### config.mk
export PLATFORM = sky130hd
export DESIGN_NAME = pwm_motor_array_flat
export DESIGN_NICKNAME = d
export VERILOG_FILES = /design/src/rtl/pwm_motor_pkg.sv /design/src/rtl/pwm_motor_array_if.sv /design/src/rtl/pwm_channel.sv /design/src/rtl/pwm_motor_array.sv /design/src/flat_wrapper.sv
export SDC_FILE = /design/constraint.sdc
export NUM_CORES = 1
export LEC_CHECK = 0
export CAP_MARGIN = 25
export CORE_MARGIN = 4
export CORE_UTILIZATION = 35
export CTS_CLUSTER_SIZE = 28
export DETAILED_ROUTE_END_ITERATION = 6
export PLACE_DENSITY = 0.55
export SLEW_MARGIN = 20
export SYNTH_ARGS = -nofsm -noshare
export SYNTH_HDL_FRONTEND = slang
export SYNTH_HIERARCHICAL = 1
export SYNTH_SLANG_ARGS = --single-unit
### constraint.sdc
create_clock -name clk_50 -period 3.3 [get_ports clk_50]
set_input_delay 0.825 -clock clk_50 [delete_from_list [all_inputs] [get_ports clk_50]]
set_output_delay 0.825 -clock clk_50 [all_outputs]
set_load 0.02 [all_outputs]
### src/rtl/pwm_motor_pkg.sv
// pwm_motor_array shared definitions: register map, bit positions
// and the address-width helper.
package pwm_motor_pkg;

    localparam int REG_CTRL      = 0;
    localparam int REG_PERIOD    = 1;
    localparam int REG_STATUS    = 2;
    localparam int REG_CNT       = 3;
    localparam int REG_DUTY_BASE = 4;

    localparam int CTRL_EN       = 0;
    localparam int CTRL_WDT_EN   = 1;
    localparam int STAT_TRIPPED  = 0;
    localparam int DUTY_DIR      = 31;

    function automatic int addr_w(input int num_ch);
        return $clog2(num_ch + REG_DUTY_BASE);
    endfunction

endpackage

### src/rtl/pwm_motor_array_if.sv
// Avalon-MM slave bundle for the motor PWM array.
// No waitrequest: writes finish in one cycle, reads return a cycle later.
interface pwm_motor_array_if
    import pwm_motor_pkg::*;
#(
    parameter int NUM_CH = 8
) ();

    localparam int ADDR_W = addr_w(NUM_CH);

    logic [ADDR_W-1:0] address;
    logic              write;
    logic [31:0]       writedata;
    logic              read;
    logic [31:0]       readdata;

    modport master (
        output address, write, writedata, read,
        input  readdata
    );

    modport slave (
        input  address, write, writedata, read,
        output readdata
    );

endinterface

### src/rtl/pwm_channel.sv
// One motor channel: shadow and active duty/direction plus the
// registered compare that drives the pin.
module pwm_channel #(
    parameter int CNT_W = 16
) (
    input  logic             clk_i,
    input  logic             reset_i,
    input  logic             wr_i,
    input  logic [CNT_W-1:0] duty_i,
    input  logic             dir_i,
    input  logic             load_i,
    input  logic [CNT_W-1:0] cnt_i,
    input  logic             run_i,
    input  logic             pwm_en_i,
    output logic             pwm_o,
    output logic             dir_o,
    output logic [CNT_W-1:0] duty_sh_o,
    output logic             dir_sh_o
);

    logic [CNT_W-1:0] duty_sh_q;
    logic [CNT_W-1:0] duty_act_q;
    logic             dir_sh_q;
    logic             dir_act_q;
    logic             pwm_q;
    logic             dir_q;

    // A write landing on the terminal cycle still hands the old
    // shadow to the active copy; the new value waits a full period.
    always_ff @(posedge clk_i) begin
        if (reset_i) begin
            duty_sh_q  <= '0;
            duty_act_q <= '0;
            dir_sh_q   <= 1'b0;
            dir_act_q  <= 1'b0;
            pwm_q      <= 1'b0;
            dir_q      <= 1'b0;
        end else begin
            if (wr_i) begin
                duty_sh_q <= duty_i;
                dir_sh_q  <= dir_i;
            end
            if (load_i) begin
                duty_act_q <= duty_sh_q;
                dir_act_q  <= dir_sh_q;
            end
            pwm_q <= pwm_en_i && (cnt_i < duty_act_q);
            dir_q <= run_i && dir_act_q;
        end
    end

    assign pwm_o     = pwm_q;
    assign dir_o     = dir_q;
    assign duty_sh_o = duty_sh_q;
    assign dir_sh_o  = dir_sh_q;

endmodule

### src/rtl/pwm_motor_array.sv
// N-channel thruster PWM/direction generator on an Avalon-MM slave,
// with shadowed period/duty and a write-refreshed watchdog.
module pwm_motor_array
    import pwm_motor_pkg::*;
#(
    parameter int NUM_CH         = 8,
    parameter int CNT_W          = 16,
    parameter int DEFAULT_PERIOD = 2500,
    parameter int WDT_CYCLES     = 5000000
) (
    input  logic              clk_50,
    input  logic              reset,
    pwm_motor_array_if.slave  avs,
    output logic [NUM_CH-1:0] pwm_out,
    output logic [NUM_CH-1:0] dir_out,
    output logic              wdt_tripped
);

    localparam int ADDR_W = addr_w(NUM_CH);
    localparam int WDT_W  = $clog2(WDT_CYCLES + 1);

    localparam logic [CNT_W-1:0] PER_RST  = CNT_W'(DEFAULT_PERIOD);
    localparam logic [WDT_W-1:0] WDT_LOAD = WDT_W'(WDT_CYCLES);

    logic              en_q;
    logic              wdt_en_q;
    logic              tripped_q, tripped_d;
    logic [CNT_W-1:0]  per_sh_q;
    logic [CNT_W-1:0]  per_act_q, per_act_d;
    logic [CNT_W-1:0]  cnt_q, cnt_d;
    logic [WDT_W-1:0]  wdt_q, wdt_d;
    logic [31:0]       rdata_q;
    logic [31:0]       rd_val;

    logic              wr_ctrl;
    logic              wr_period;
    logic              wr_clear;
    logic [NUM_CH-1:0] wr_duty;
    logic              terminal;
    logic              run;
    logic              pwm_en;

    logic [CNT_W-1:0]  duty_sh [NUM_CH];
    logic [NUM_CH-1:0] dir_sh;

    wire unused_wdata = ^avs.writedata;

    assign wr_ctrl   = avs.write && (avs.address == ADDR_W'(REG_CTRL));
    assign wr_period = avs.write && (avs.address == ADDR_W'(REG_PERIOD));
    assign wr_clear  = avs.write && (avs.address == ADDR_W'(REG_STATUS))
                       && avs.writedata[STAT_TRIPPED];

    assign terminal = (per_act_q != '0) && (cnt_q == per_act_q - CNT_W'(1));
    assign run      = en_q && !tripped_q;
    // A zero period parks every output low.
    assign pwm_en   = run && (per_act_q != '0);

    always_comb begin
        cnt_d     = cnt_q;
        per_act_d = per_act_q;
        if (terminal) begin
            cnt_d     = '0;
            per_act_d = per_sh_q;
        end else if (per_act_q != '0) begin
            cnt_d = cnt_q + CNT_W'(1);
        end

        wdt_d     = wdt_q;
        tripped_d = tripped_q;
        if (wr_clear) begin
            wdt_d     = WDT_LOAD;
            tripped_d = 1'b0;
        end else if ((|wr_duty) || !wdt_en_q) begin
            wdt_d = WDT_LOAD;
        end else if (wdt_q <= WDT_W'(1)) begin
            wdt_d     = '0;
            tripped_d = 1'b1;
        end else begin
            wdt_d = wdt_q - WDT_W'(1);
        end
    end

    always_comb begin
        rd_val = '0;
        if (avs.address == ADDR_W'(REG_CTRL)) begin
            rd_val[CTRL_EN]     = en_q;
            rd_val[CTRL_WDT_EN] = wdt_en_q;
        end else if (avs.address == ADDR_W'(REG_PERIOD)) begin
            rd_val[CNT_W-1:0] = per_sh_q;
        end else if (avs.address == ADDR_W'(REG_STATUS)) begin
            rd_val[STAT_TRIPPED] = tripped_q;
        end else if (avs.address == ADDR_W'(REG_CNT)) begin
            rd_val[CNT_W-1:0] = cnt_q;
        end
        for (int i = 0; i < NUM_CH; i++) begin
            if (avs.address == ADDR_W'(REG_DUTY_BASE + i)) begin
                rd_val[CNT_W-1:0] = duty_sh[i];
                rd_val[DUTY_DIR]  = dir_sh[i];
            end
        end
    end

    always_ff @(posedge clk_50) begin
        if (reset) begin
            en_q      <= 1'b0;
            wdt_en_q  <= 1'b0;
            tripped_q <= 1'b0;
            per_sh_q  <= PER_RST;
            per_act_q <= PER_RST;
            cnt_q     <= '0;
            wdt_q     <= WDT_LOAD;
            rdata_q   <= '0;
        end else begin
            if (wr_ctrl) begin
                en_q     <= avs.writedata[CTRL_EN];
                wdt_en_q <= avs.writedata[CTRL_WDT_EN];
            end
            if (wr_period) begin
                per_sh_q <= avs.writedata[CNT_W-1:0];
            end
            if (avs.read) begin
                rdata_q <= rd_val;
            end
            tripped_q <= tripped_d;
            per_act_q <= per_act_d;
            cnt_q     <= cnt_d;
            wdt_q     <= wdt_d;
        end
    end

    for (genvar i = 0; i < NUM_CH; i++) begin : g_ch
        assign wr_duty[i] = avs.write
                            && (avs.address == ADDR_W'(REG_DUTY_BASE + i));

        pwm_channel #(
            .CNT_W (CNT_W)
        ) u_ch (
            .clk_i     (clk_50),
            .reset_i   (reset),
            .wr_i      (wr_duty[i]),
            .duty_i    (avs.writedata[CNT_W-1:0]),
            .dir_i     (avs.writedata[DUTY_DIR]),
            .load_i    (terminal),
            .cnt_i     (cnt_q),
            .run_i     (run),
            .pwm_en_i  (pwm_en),
            .pwm_o     (pwm_out[i]),
            .dir_o     (dir_out[i]),
            .duty_sh_o (duty_sh[i]),
            .dir_sh_o  (dir_sh[i])
        );
    end

    assign avs.readdata = rdata_q;
    assign wdt_tripped  = tripped_q;

endmodule

### src/flat_wrapper.sv
// flat-port wrapper written by rule: the top's interface ports become plain ports
module pwm_motor_array_flat import pwm_motor_pkg::*;
#(
    parameter int NUM_CH         = 8,
    parameter int CNT_W          = 16,
    parameter int DEFAULT_PERIOD = 2500,
    parameter int WDT_CYCLES     = 5000000
)
  (clk_50, reset, pwm_out, dir_out, wdt_tripped, avs_address, avs_write, avs_writedata, avs_read, avs_readdata);
  pwm_motor_array_if #(.NUM_CH(NUM_CH)) avs_i ();
  input  logic clk_50;
  input  logic reset;
  output logic [NUM_CH-1:0] pwm_out;
  output logic [NUM_CH-1:0] dir_out;
  output logic wdt_tripped;
  input wire logic [$bits(avs_i.address)-1:0] avs_address;
  input wire logic [$bits(avs_i.write)-1:0] avs_write;
  input wire logic [$bits(avs_i.writedata)-1:0] avs_writedata;
  input wire logic [$bits(avs_i.read)-1:0] avs_read;
  output wire logic [$bits(avs_i.readdata)-1:0] avs_readdata;
  assign avs_i.address = avs_address;
  assign avs_i.write = avs_write;
  assign avs_i.writedata = avs_writedata;
  assign avs_i.read = avs_read;
  assign avs_readdata = avs_i.readdata;
  pwm_motor_array #(.NUM_CH(NUM_CH), .CNT_W(CNT_W), .DEFAULT_PERIOD(DEFAULT_PERIOD), .WDT_CYCLES(WDT_CYCLES)) u_core (.clk_50(clk_50), .reset(reset), .avs(avs_i), .pwm_out(pwm_out), .dir_out(dir_out), .wdt_tripped(wdt_tripped));
endmodule
# After elaboration in Yosys (flattened, before gate mapping)
# Index checks and enable logic that the tools add are counted.
# W data, S select, Z words.
[totals]
out_inout_bits = 49
wordCells = 147
input_bits = 40
reg_bits = 379
[op_classes]
add_sub_neg = 3
n_mux = 23
n_bitwise = 1
eq_ne = 12
reduce_logical = 42
n_lt_le_gt_ge = 9
[op_table]
columns = ["cell", "n"]
rows = [
  ["$mux W16", 10],
  ["$lt A16 B16 Y1", 8],
  ["$logic_and A1 B1 Y1", 31],
  ["$le A23 B1 Y1 const B", 1],
  ["$mux W23", 1],
  ["$sub A23 B1 Y23 const B", 1],
  ["$add A16 B1 Y16 const B", 1],
  ["$eq A16 B16 Y1", 1],
  ["$eq A4 B3 Y1 const B", 4],
  ["$eq A4 B4 Y1 const B", 4],
  ["$reduce_bool A16 Y1", 1],
  ["$sub A16 B1 Y16 const B", 1],
  ["$mux W15", 1],
  ["$mux W14", 1],
  ["$mux W1", 9],
  ["$eq A4 B2 Y1 const B", 2],
  ["$reduce_or A8 Y1", 1],
  ["$eq A4 B1 Y1 const B", 1],
  ["$logic_not A4 Y1", 1],
  ["$reduce_or A2 Y1", 2],
  ["$reduce_or A4 Y1", 1],
  ["$reduce_or A3 Y1", 1],
  ["$logic_not A1 Y1", 2],
  ["$mux W2", 1],
  ["other kinds (3)", 3],
]

# Logic depth before layout (Yosys ltp)
# Gate-level depths: netlist of the first run.
[depth]
depth_word = 13
depth_mapped = 12
ltp_nobuf = 10

# By module
# Netlist of the first run, hierarchy kept.
[by_module_without_submodules]
columns = ["module", "area_each_um2", "n_inst", "cells_per_inst"]
rows = [
  ["pwm_channel", 1637.8, 8, 167],
  ["pwm_motor_array", 5913.2, 1, 767],
]

# Least setup slack after synthesis of the first run
# Ideal clock, no wire load.
[synth_path]
path_type = "reg-to-reg"
from = "reg u_core.cnt_q[3]"
to = "reg u_core.g_ch[0].u_ch.duty_act_q[10]"
path_buffers = 3
period_less_slack_ns = 2.825
t_arrival_ns = 2.697
path_stages_with_launch = 12
setup_time_ns = 0.128
required_ns = 3.172
slack_ns = 0.475
path_cell_list = "dfxtp_1 > clkbuf_1 > xnor2_1 > xor2_1 > o221ai_1 > nor3b_1 > nand3b_1 > nor3b_1 > buf_4 > buf_6 > mux2i_1 > nor2_1"
[synth_via]
elab_chain_cells = 2
[synth_lines]
columns = ["item", "line_no", "text"]
rows = [
  ["start: declaration", "pwm_motor_array.sv:30", "logic [CNT_W-1:0] cnt_q, cnt_d;"],
  ["start signal: assignment", "pwm_motor_array.sv:126", "cnt_q <= cnt_d;"],
  ["$eq A16 B16 Y1", "pwm_motor_array.sv:53", "assign terminal = (per_act_q != '0) && (cnt_q == per_act_q - CNT_W'(1));"],
  ["$logic_and A1 B1 Y1", "pwm_motor_array.sv:53", ""],
  ["net u_core.terminal", "pwm_motor_array.sv:39", "logic terminal;"],
  ["end signal: assignment", "pwm_channel.sv:44", "duty_act_q <= duty_sh_q;"],
  ["end: declaration", "pwm_channel.sv:22", "logic [CNT_W-1:0] duty_act_q;"],
]
# The timed path passes the listed nets, and every way through them passes these cells.
# A chain may end at the register's enable or synchronous reset.

# Worst setup path after layout of the first run
[layout_path]
from = "reg u_core.per_act_q[0]"
to = "reg u_core.g_ch[7].u_ch.duty_act_q[4]"
[layout_via]
elab_chain_cells = 3
word_cells_on_any_way = 4
cone_classes = "1 x add/sub; 1 x eq/ne; 2 x reduce/logical"
[layout_lines]
columns = ["item", "line_no", "text"]
rows = [
  ["start: declaration", "pwm_motor_array.sv:29", "logic [CNT_W-1:0] per_act_q, per_act_d;"],
  ["start signal: assignment", "pwm_motor_array.sv:125", "per_act_q <= per_act_d;"],
  ["$sub A16 B1 Y16", "pwm_motor_array.sv:53", ""],
  ["$eq A16 B16 Y1", "pwm_motor_array.sv:53", ""],
  ["$logic_and A1 B1 Y1 (*)", "pwm_motor_array.sv:53", ""],
  ["net u_core.terminal", "pwm_motor_array.sv:39", ""],
  ["end signal: assignment", "pwm_channel.sv:44", ""],
  ["end: declaration", "pwm_channel.sv:22", ""],
]
# Mark *: on every way through the listed nets, which the timed path passes. The rest lies on a longest branch.

==> results of run 1 <==
-- per-stage QoR --
| step | util, % | power (mW) |
|---|---|---|
| detailed placement | 38.2 | 5.38 |
| floorplan | - | 5.10 |
| global placement | 38.2 | 5.37 |
| finish | 41.1 | 10.4 |
| CTS | 41.0 | 10.5 |
| global route | 41.1 | 10.7 |
-- report_power, final --
group          switching [mW]  internal, mW  total, mW  leakage, nW
logic                   0.424         0.208      0.632         4.27
clock network            1.98          3.15       5.13        0.748
registers              0.0366          4.62       4.65         3.06
total                    2.44          7.97       10.4         8.07
-- layout make-up --
type | count | area, sq um
Timing Repair Buffer | 138 | 1400
Clock buffer | 62 | 1270
Clock inverter | 17 | 245
Tap cell | 696 | 871
Multi-Input combinational cell | 1469 | 10200
Fill cell | 5335 | 31700
Inverter | 139 | 522
Sequential cell | 379 | 7590
Antenna cell | 2 | 5.00
-- metal layers --
metal | GRT usage (%) | vias to the layer above | part of all wire, %
met5 | 0 | - | 0.028
met4 | 6.99 | 2 | 3.1
met3 | 2.58 | 108 | 5.1
met2 | 33.2 | 429 | 46
met1 | 27.6 | 7345 | 46
li1 | - | 7359 | -
-- sequential cells by signal, summed over array words and instances, names as in the netlist, 8 cells and up --
signal	flops
u_core/per_act_q	16
u_core/avs.readdata	17
u_core/g_ch.u_ch/pwm_o	8
u_core/cnt_q	16
u_core/g_ch.u_ch/dir_sh_o	8
u_core/g_ch.u_ch/dir_act_q	8
u_core/g_ch.u_ch/duty_sh_o	128
u_core/wdt_q	23
u_core/g_ch.u_ch/dir_o	8
u_core/g_ch.u_ch/duty_act_q	128
u_core/per_sh_q	16
-- cell families (layout without fill, tap and decap cells) --
family | after synthesis | count (layout)
buf+inv | 269 | 356
compound gates | 281 | 281
mux | 318 | 318
simple gates | 680 | 680
other cells | 1 | 17
xor+xnor | 51 | 51
flops | 379 | 379
fa+ha+maj | 124 | 124
-- repair_timing --
item	in CTS	in global routing
setup endpoints to repair	0	111
setup buffers	0	2
gates resized for setup	0	4
-- layout by cell type, fill, tap and decap left out, types with 8 or more instances in the layout --
cell type,count
nor3_1,29
clkdlybuf4s50_1,55
a22oi_1,14
o211ai_1,12
buf_4,62
nor2b_1,19
a21o_1,10
nor4_1,19
nor3b_1,21
nand2_1,110
xnor2_1,27
nand4_1,25
a31oi_1,9
a21oi_1,82
a221oi_1,19
buf_12,16
inv_1,138
xor2_1,23
a21oi_2,8
and3_1,15
o21ai_0,49
ha_1,124
and4_1,11
mux2i_1,305
o21a_1,26
conb_1,15
clkbuf_1,9
dfxtp_1,379
mux2_2,11
clkinv_2,8
clkbuf_16,46
nor2_1,372
clkbuf_8,8
nand3_1,23
a211o_1,8
-- worst max-delay path, stage by stage (launching register included) --
cell	delay, ns
dfxtp_1	0.36
inv_1	0.08
ha_1	0.18
nor4b_4	0.43
buf_4	0.20
a21oi_1	0.07
o21a_1	0.22
nor4_1	0.28
nor3b_4	0.28
clkbuf_16	0.29
buf_12	0.24
mux2i_1	0.22
nor2_1	0.05
-- how the worst max path moves through the flow --
stage	start	to	cells after the start
2_1_floorplan	u_core/cnt_q[3]	u_core/g_ch[0].u_ch/duty_act_q[10]	11
3_3_place_gp	u_core/per_act_q[0]	u_core/g_ch[7].u_ch/duty_act_q[7]	12
3_5_place_dp	u_core/per_act_q[0]	u_core/g_ch[7].u_ch/duty_act_q[7]	12
4_1_cts	u_core/per_act_q[0]	u_core/g_ch[7].u_ch/duty_act_q[5]	12
5_1_grt	u_core/per_act_q[0]	u_core/g_ch[7].u_ch/duty_act_q[8]	12
6_report	u_core/per_act_q[0]	u_core/g_ch[7].u_ch/duty_act_q[4]	12
-- Yosys cell counts (11+ instances only) --
master / n
xnor2_1: 28
dfxtp_1: 379
nand4_1: 25
o21ai_0: 49
a22oi_1: 14
mux2i_1: 305
a21oi_1: 82
inv_1: 138
mux2_2: 11
nor2b_1: 19
nor3b_1: 22
o211ai_1: 12
nand2_1: 110
buf_2: 19
nand3_1: 23
buf_6: 18
ha_1: 124
nor4_1: 19
clkbuf_1: 52
nor3_1: 33
and3_1: 15
xor2_1: 23
and4_1: 11
buf_4: 31
nor2_1: 375
a221oi_1: 19
o21a_1: 26
==> results.json, run 1 <==
{
  "status": "finished clean",
  "cts-htree-levels": 2,
  "grt_pass1_wl_um": 89900,
  "tns_ns": 0,
  "cp-end-kind": "flop",
  "dr_total_vias": 15243,
  "drv_cap": 0,
  "clk_path_buf_depth": 3,
  "numPortBuffers": 58,
  "path_class": "reg -> reg",
  "ant_nets": 0,
  "r2r_slack_ns": 0.24,
  "post_drt_wl_per_cell_um": 20.7,
  "finClkSkew_ns": 0.0146,
  "core.rowCount": 85,
  "fin_ws_ns": 0.238,
  "drive_gt1_share_pct": 8.67,
  "finalSetupViolations": 0,
  "gp_congestion": 0.887,
  "clkTransAtPathRegs_ns": 0.06,
  "fin_area_sq_mm": 0.0221,
  "grt-ovfl-total": 0,
  "syn_area_per_cell_sq_um": 9.04,
  "vdd_ir_drop_max_uv": 310,
  "yosys-top-cells-area": "dfxtp_1 (40%), mux2i_1 (16%), ha_1 (8.2%)",
  "antenna_found_initial": 4,
  "wirelength_um": 60100,
  "whs_ns": 0.428,
  "worstHoldPathType": "reg -> reg",
  "cts_tree": "done",
  "finalHoldViolCount": 0,
  "synth_top_flop_cell": "dfxtp_1",
  "drc": 0,
  "synth-edff-count": 0,
  "critPathLaunchType": "flop",
  "post_synth_and_or_nand_nor_area_fraction_pct": 16.3,
  "place_area_sq_mm": 0.0206,
  "synth.distinct_cells": 62,
  "critPathArrivalTime_ns": 3.51,
  "dp_cells": 2818,
  "netlist_area_sq_mm": 0.0190,
  "dr.pass1.iters": 5,
  "worst_pin_slew_ns": 0.799,
  "yosysWarningCount": 6,
  "yosys.area_share.adder_pct": 8.16,
  "min_path_cells": 2,
  "core_area_sq_mm": 0.0538,
  "period_needed_ns": 3.06,
  "die-width_um": 241,
  "cp.required_ns": 3.75,
  "cts.sinks": 379,
  "synth_xor_xnor_area_share_pct": 2.35,
  "grt.total_usage_pct": 20.2,
  "io_pins": 89,
  "ys_async_sr_fraction_pct": 0,
  "critPathMaxFanout": 22,
  "cts_made_buffers": 44,
  "area_delta_synth_final_pct": 16.4,
  "r2r-start": "u_core/per_act_q[0]",
  "drv_slew": 0,
  "final.period_utilization_pct": 92.8,
  "synth_top_cell_area_share_pct": 39.9,
  "dp_slack_ns": 0.173,
  "reg2reg_to": "u_core/g_ch[7].u_ch/duty_act_q[4]",
  "r2r_cells": 12,
  "grt_max_degree": 108,
  "start_util_pct": 35.3,
  "ys_ff_latch": 379,
  "finalNonFillerCells": 2902,
  "drt_iter0_drc": 1166,
  "synthMuxAreaShare_pct": 16.9,
  "die_y_um": 241,
  "min_to": "u_core/g_ch[7].u_ch/dir_o",
  "cts_root_buffer": "clkbuf_16",
  "first_global_vias": 14812,
  "fin_nets": 2335,
  "synthCells": 2103,
  "fmax_mhz": 327,
  "powerDensity_mw_per_mm2": 470,
  "hold_path.startpoint": "u_core/g_ch[7].u_ch/dir_act_q",
  "synth_top_family_by_area": "multiplexers",
  "synth_compound_area_share_pct": 9.58,
  "yosysSeqAreaShare_pct": 39.9,
  "clk_latency_ns": 0.57,
  "rsz0062_at_grt": "false",
  "relSlewSlack_pct": 46.6,
  "leakage_nw": 8.07,
  "via_per_inst": 5.25,
  "yosysTopAreaCell": "dfxtp_1",
  "die-area_sq_mm": 0.0581,
  "cts_hold_buf": 0,
  "dp.final_hpwl_um": 42300
}
Note: power is estimated with default switching activity, not from simulation.
==> run 2: changes to the inputs <==
--- a/config.mk
+++ b/config.mk
@@ -7,10 +7,10 @@
 export LEC_CHECK = 0
 export CAP_MARGIN = 25
 export CORE_MARGIN = 4
-export CORE_UTILIZATION = 35
+export CORE_UTILIZATION = 60
 export CTS_CLUSTER_SIZE = 28
 export DETAILED_ROUTE_END_ITERATION = 6
-export PLACE_DENSITY = 0.55
+export PLACE_DENSITY = 0.83
 export SLEW_MARGIN = 20
 export SYNTH_ARGS = -nofsm -noshare
 export SYNTH_HDL_FRONTEND = slang
==> results.json, run 2 (synthesis results as in run 1) <==
{
  "status": "finished clean",
  "tns_ns": 0,
  "rsz0062_at_grt": "false",
  "die-width_um": 186,
  "critPathLaunchType": "flop",
  "clkTransAtPathRegs_ns": 0.06,
  "grt-ovfl-total": 0,
  "gp_congestion": 0.953,
  "num_antenna_cells": 0,
  "grt.total_usage_pct": 30.5,
  "grt_max_degree": 97,
  "final.period_utilization_pct": 92.7,
  "comb_power_share_pct": 6.3,
  "critPathMaxFanout": 28,
  "grt_pass1_wl_um": 83800,
  "clk_latency_ns": 0.53,
  "finClkSkew_ns": 0.0107,
  "clk_path_buf_depth": 3,
  "critPathArrivalTime_ns": 3.47,
  "drc": 0,
  "whs_ns": 0.429,
  "cts_made_buffers": 41,
  "dr.pass1.iters": 6,
  "drive_gt1_share_pct": 7.82,
  "max_stage_delay_ns": 0.45,
  "die_y_um": 186,
  "numPortBuffers": 58,
  "area_delta_synth_final_pct": 12.6,
  "core.rowCount": 64,
  "powerDensity_mw_per_mm2": 454,
  "period_needed_ns": 3.06,
  "cpMostUsedCell": "buf_12",
  "worstHoldPathType": "reg -> reg",
  "finalSetupViolations": 0,
  "utilization_pct": 69.3,
  "wirelength_um": 53600,
  "fin_nets": 2326,
  "cp.required_ns": 3.71,
  "finalHoldViolCount": 0,
  "drv_slew": 0,
  "cts_tree": "done",
  "drt_iter0_drc": 1700,
  "crit_path_top_delay_cell": "nor4b_4",
  "critical-path-top-delay-family": "simple AND/OR/NAND/NOR gates",
  "fmax_mhz": 327,
  "die-area_sq_mm": 0.0346,
  "p_int_mw": 7.49,
  "worst_pin_slew_ns": 0.845,
  "fin_ws_ns": 0.242,
  "finalNonFillerCells": 2582,
  "start_util_pct": 61.5,
  "dp.final_hpwl_um": 38700,
  "cts.sinks": 379,
  "power.switching_mw": 2.22,
  "post_drt_wl_per_cell_um": 20.7,
  "seq_power_share_pct": 48.0,
  "worstPathCellList": "inv_1 > ha_1 > nor4b_4 > nand3_1 > a21boi_1 > nor3b_1 > nand3b_1 > nor3b_2 > buf_12 > buf_12 > mux2i_1 > nor2_1",
  "vdd_ir_drop_max_uv": 422,
  "core_area_sq_mm": 0.0309,
  "path_class": "reg -> reg",
  "dp_cells": 2515,
  "final_common_cell": "dfxtp_1",
  "ant_nets": 0,
  "via_per_inst": 6.12,
  "cts_hold_buf": 0,
  "final_cell_mix": "dfxtp_1 (379), nor2_1 (372), mux2i_1 (305), inv_1 (138), ha_1 (124)",
  "clock_power_share_pct": 45.8,
  "p_sw_share_pct": 22.8,
  "leakage_nw": 7.90,
  "relSlewSlack_pct": 43.2,
  "cts-htree-levels": 2,
  "drv_cap": 0,
  "cp-end-kind": "flop",
  "cts_root_buffer": "clkbuf_16",
  "first_global_vias": 15516,
  "io_pins": 89,
  "postCtsSetupBuffers": 0,
  "antenna_found_initial": 0,
  "path_buf_inv": 3,
  "dp_slack_ns": 0.105,
  "dr_total_vias": 15807
}
run 2: cell types whose count changed in the layout (fill, tap and decap cells not counted), sizes merged:
cell	before	now
buf	82	77
bufinv	6	2
clkbuf	63	62
clkinv	8	1
clkinvlp	1	2
diode	2	0
inv	141	139
run 2: stage by stage:
| stage | area (sq um) | power [mW] |
|---|---|---|
| 3_3_place_gp | 20100 | 5.33 |
| 3_5_place_dp | 20100 | 5.34 |
| 2_1_floorplan | 19100 | 5.10 |
| 5_1_grt | 21400 | 9.96 |
| 6_report | 21400 | 9.71 |
| 4_1_cts | 21400 | 9.74 |
run 2: worst min-delay path, cell delays in order, from the launching register on:
cell and delay, ns:
dfxtp_1 0.31, nand2_1 0.05, nor2_1 0.03
run 2: power by group through the flow:
| stage | logic, mW | clock network (mW) | registers [mW] |
|---|---|---|---|
| after CTS | 0.593 | 4.49 | 4.66 |
| after floorplan | 0.338 | 0 | 4.76 |
| final | 0.610 | 4.44 | 4.66 |
| after global placement | 0.574 | 0 | 4.75 |
| after detailed placement | 0.589 | 0 | 4.76 |
| after global routing | 0.644 | 4.66 | 4.66 |
run 2: repair_timing:
item                                    CTS  global route
endpoints found under the setup margin    0            83
endpoints found under the hold margin     0             0
resized for setup                         0             1
run 2: layout make-up:
class	instances	area, sq um
Clock buffer	62	1210
Inverter	139	522
Clock inverter	5	80.1
Sequential cell	379	7590
Multi-Input combinational cell	1469	10200
Tap cell	396	495
Fill cell	2309	9500
Timing Repair Buffer	132	1280
run 2: layer usage:
metal	vias to the layer above	track usage, %	share of wire (%)
li1	7322	-	-
met1	7563	40.6	41
met2	776	50.3	46
met3	146	5.12	8.5
met4	0	10.9	3.8
met5	-	0	0
run 2: path summary, 6_finish.rpt:
check | from | end | slack (ns) | depth (start not counted)
worst max-delay path | u_core/per_act_q[0] | u_core/g_ch[0].u_ch/duty_act_q[3] | 0.24 | 12
worst min-delay path | u_core/g_ch[5].u_ch/dir_act_q | u_core/g_ch[5].u_ch/dir_o | 0.43 | 2
worst max register to register | u_core/per_act_q[0] | u_core/g_ch[0].u_ch/duty_act_q[3] | 0.24 | 12
worst min register to register | u_core/g_ch[5].u_ch/dir_act_q | u_core/g_ch[5].u_ch/dir_o | 0.43 | 2
==> run 3: changes to the inputs <==
--- a/config.mk
+++ b/config.mk
@@ -5,7 +5,6 @@
 export SDC_FILE = /design/constraint.sdc
 export NUM_CORES = 1
 export LEC_CHECK = 0
-export CAP_MARGIN = 25
 export CORE_MARGIN = 4
 export CORE_UTILIZATION = 60
 export CTS_CLUSTER_SIZE = 28
==> results of run 3 <==
The final DEF is identical to that of run 2; final timing and power are the same.
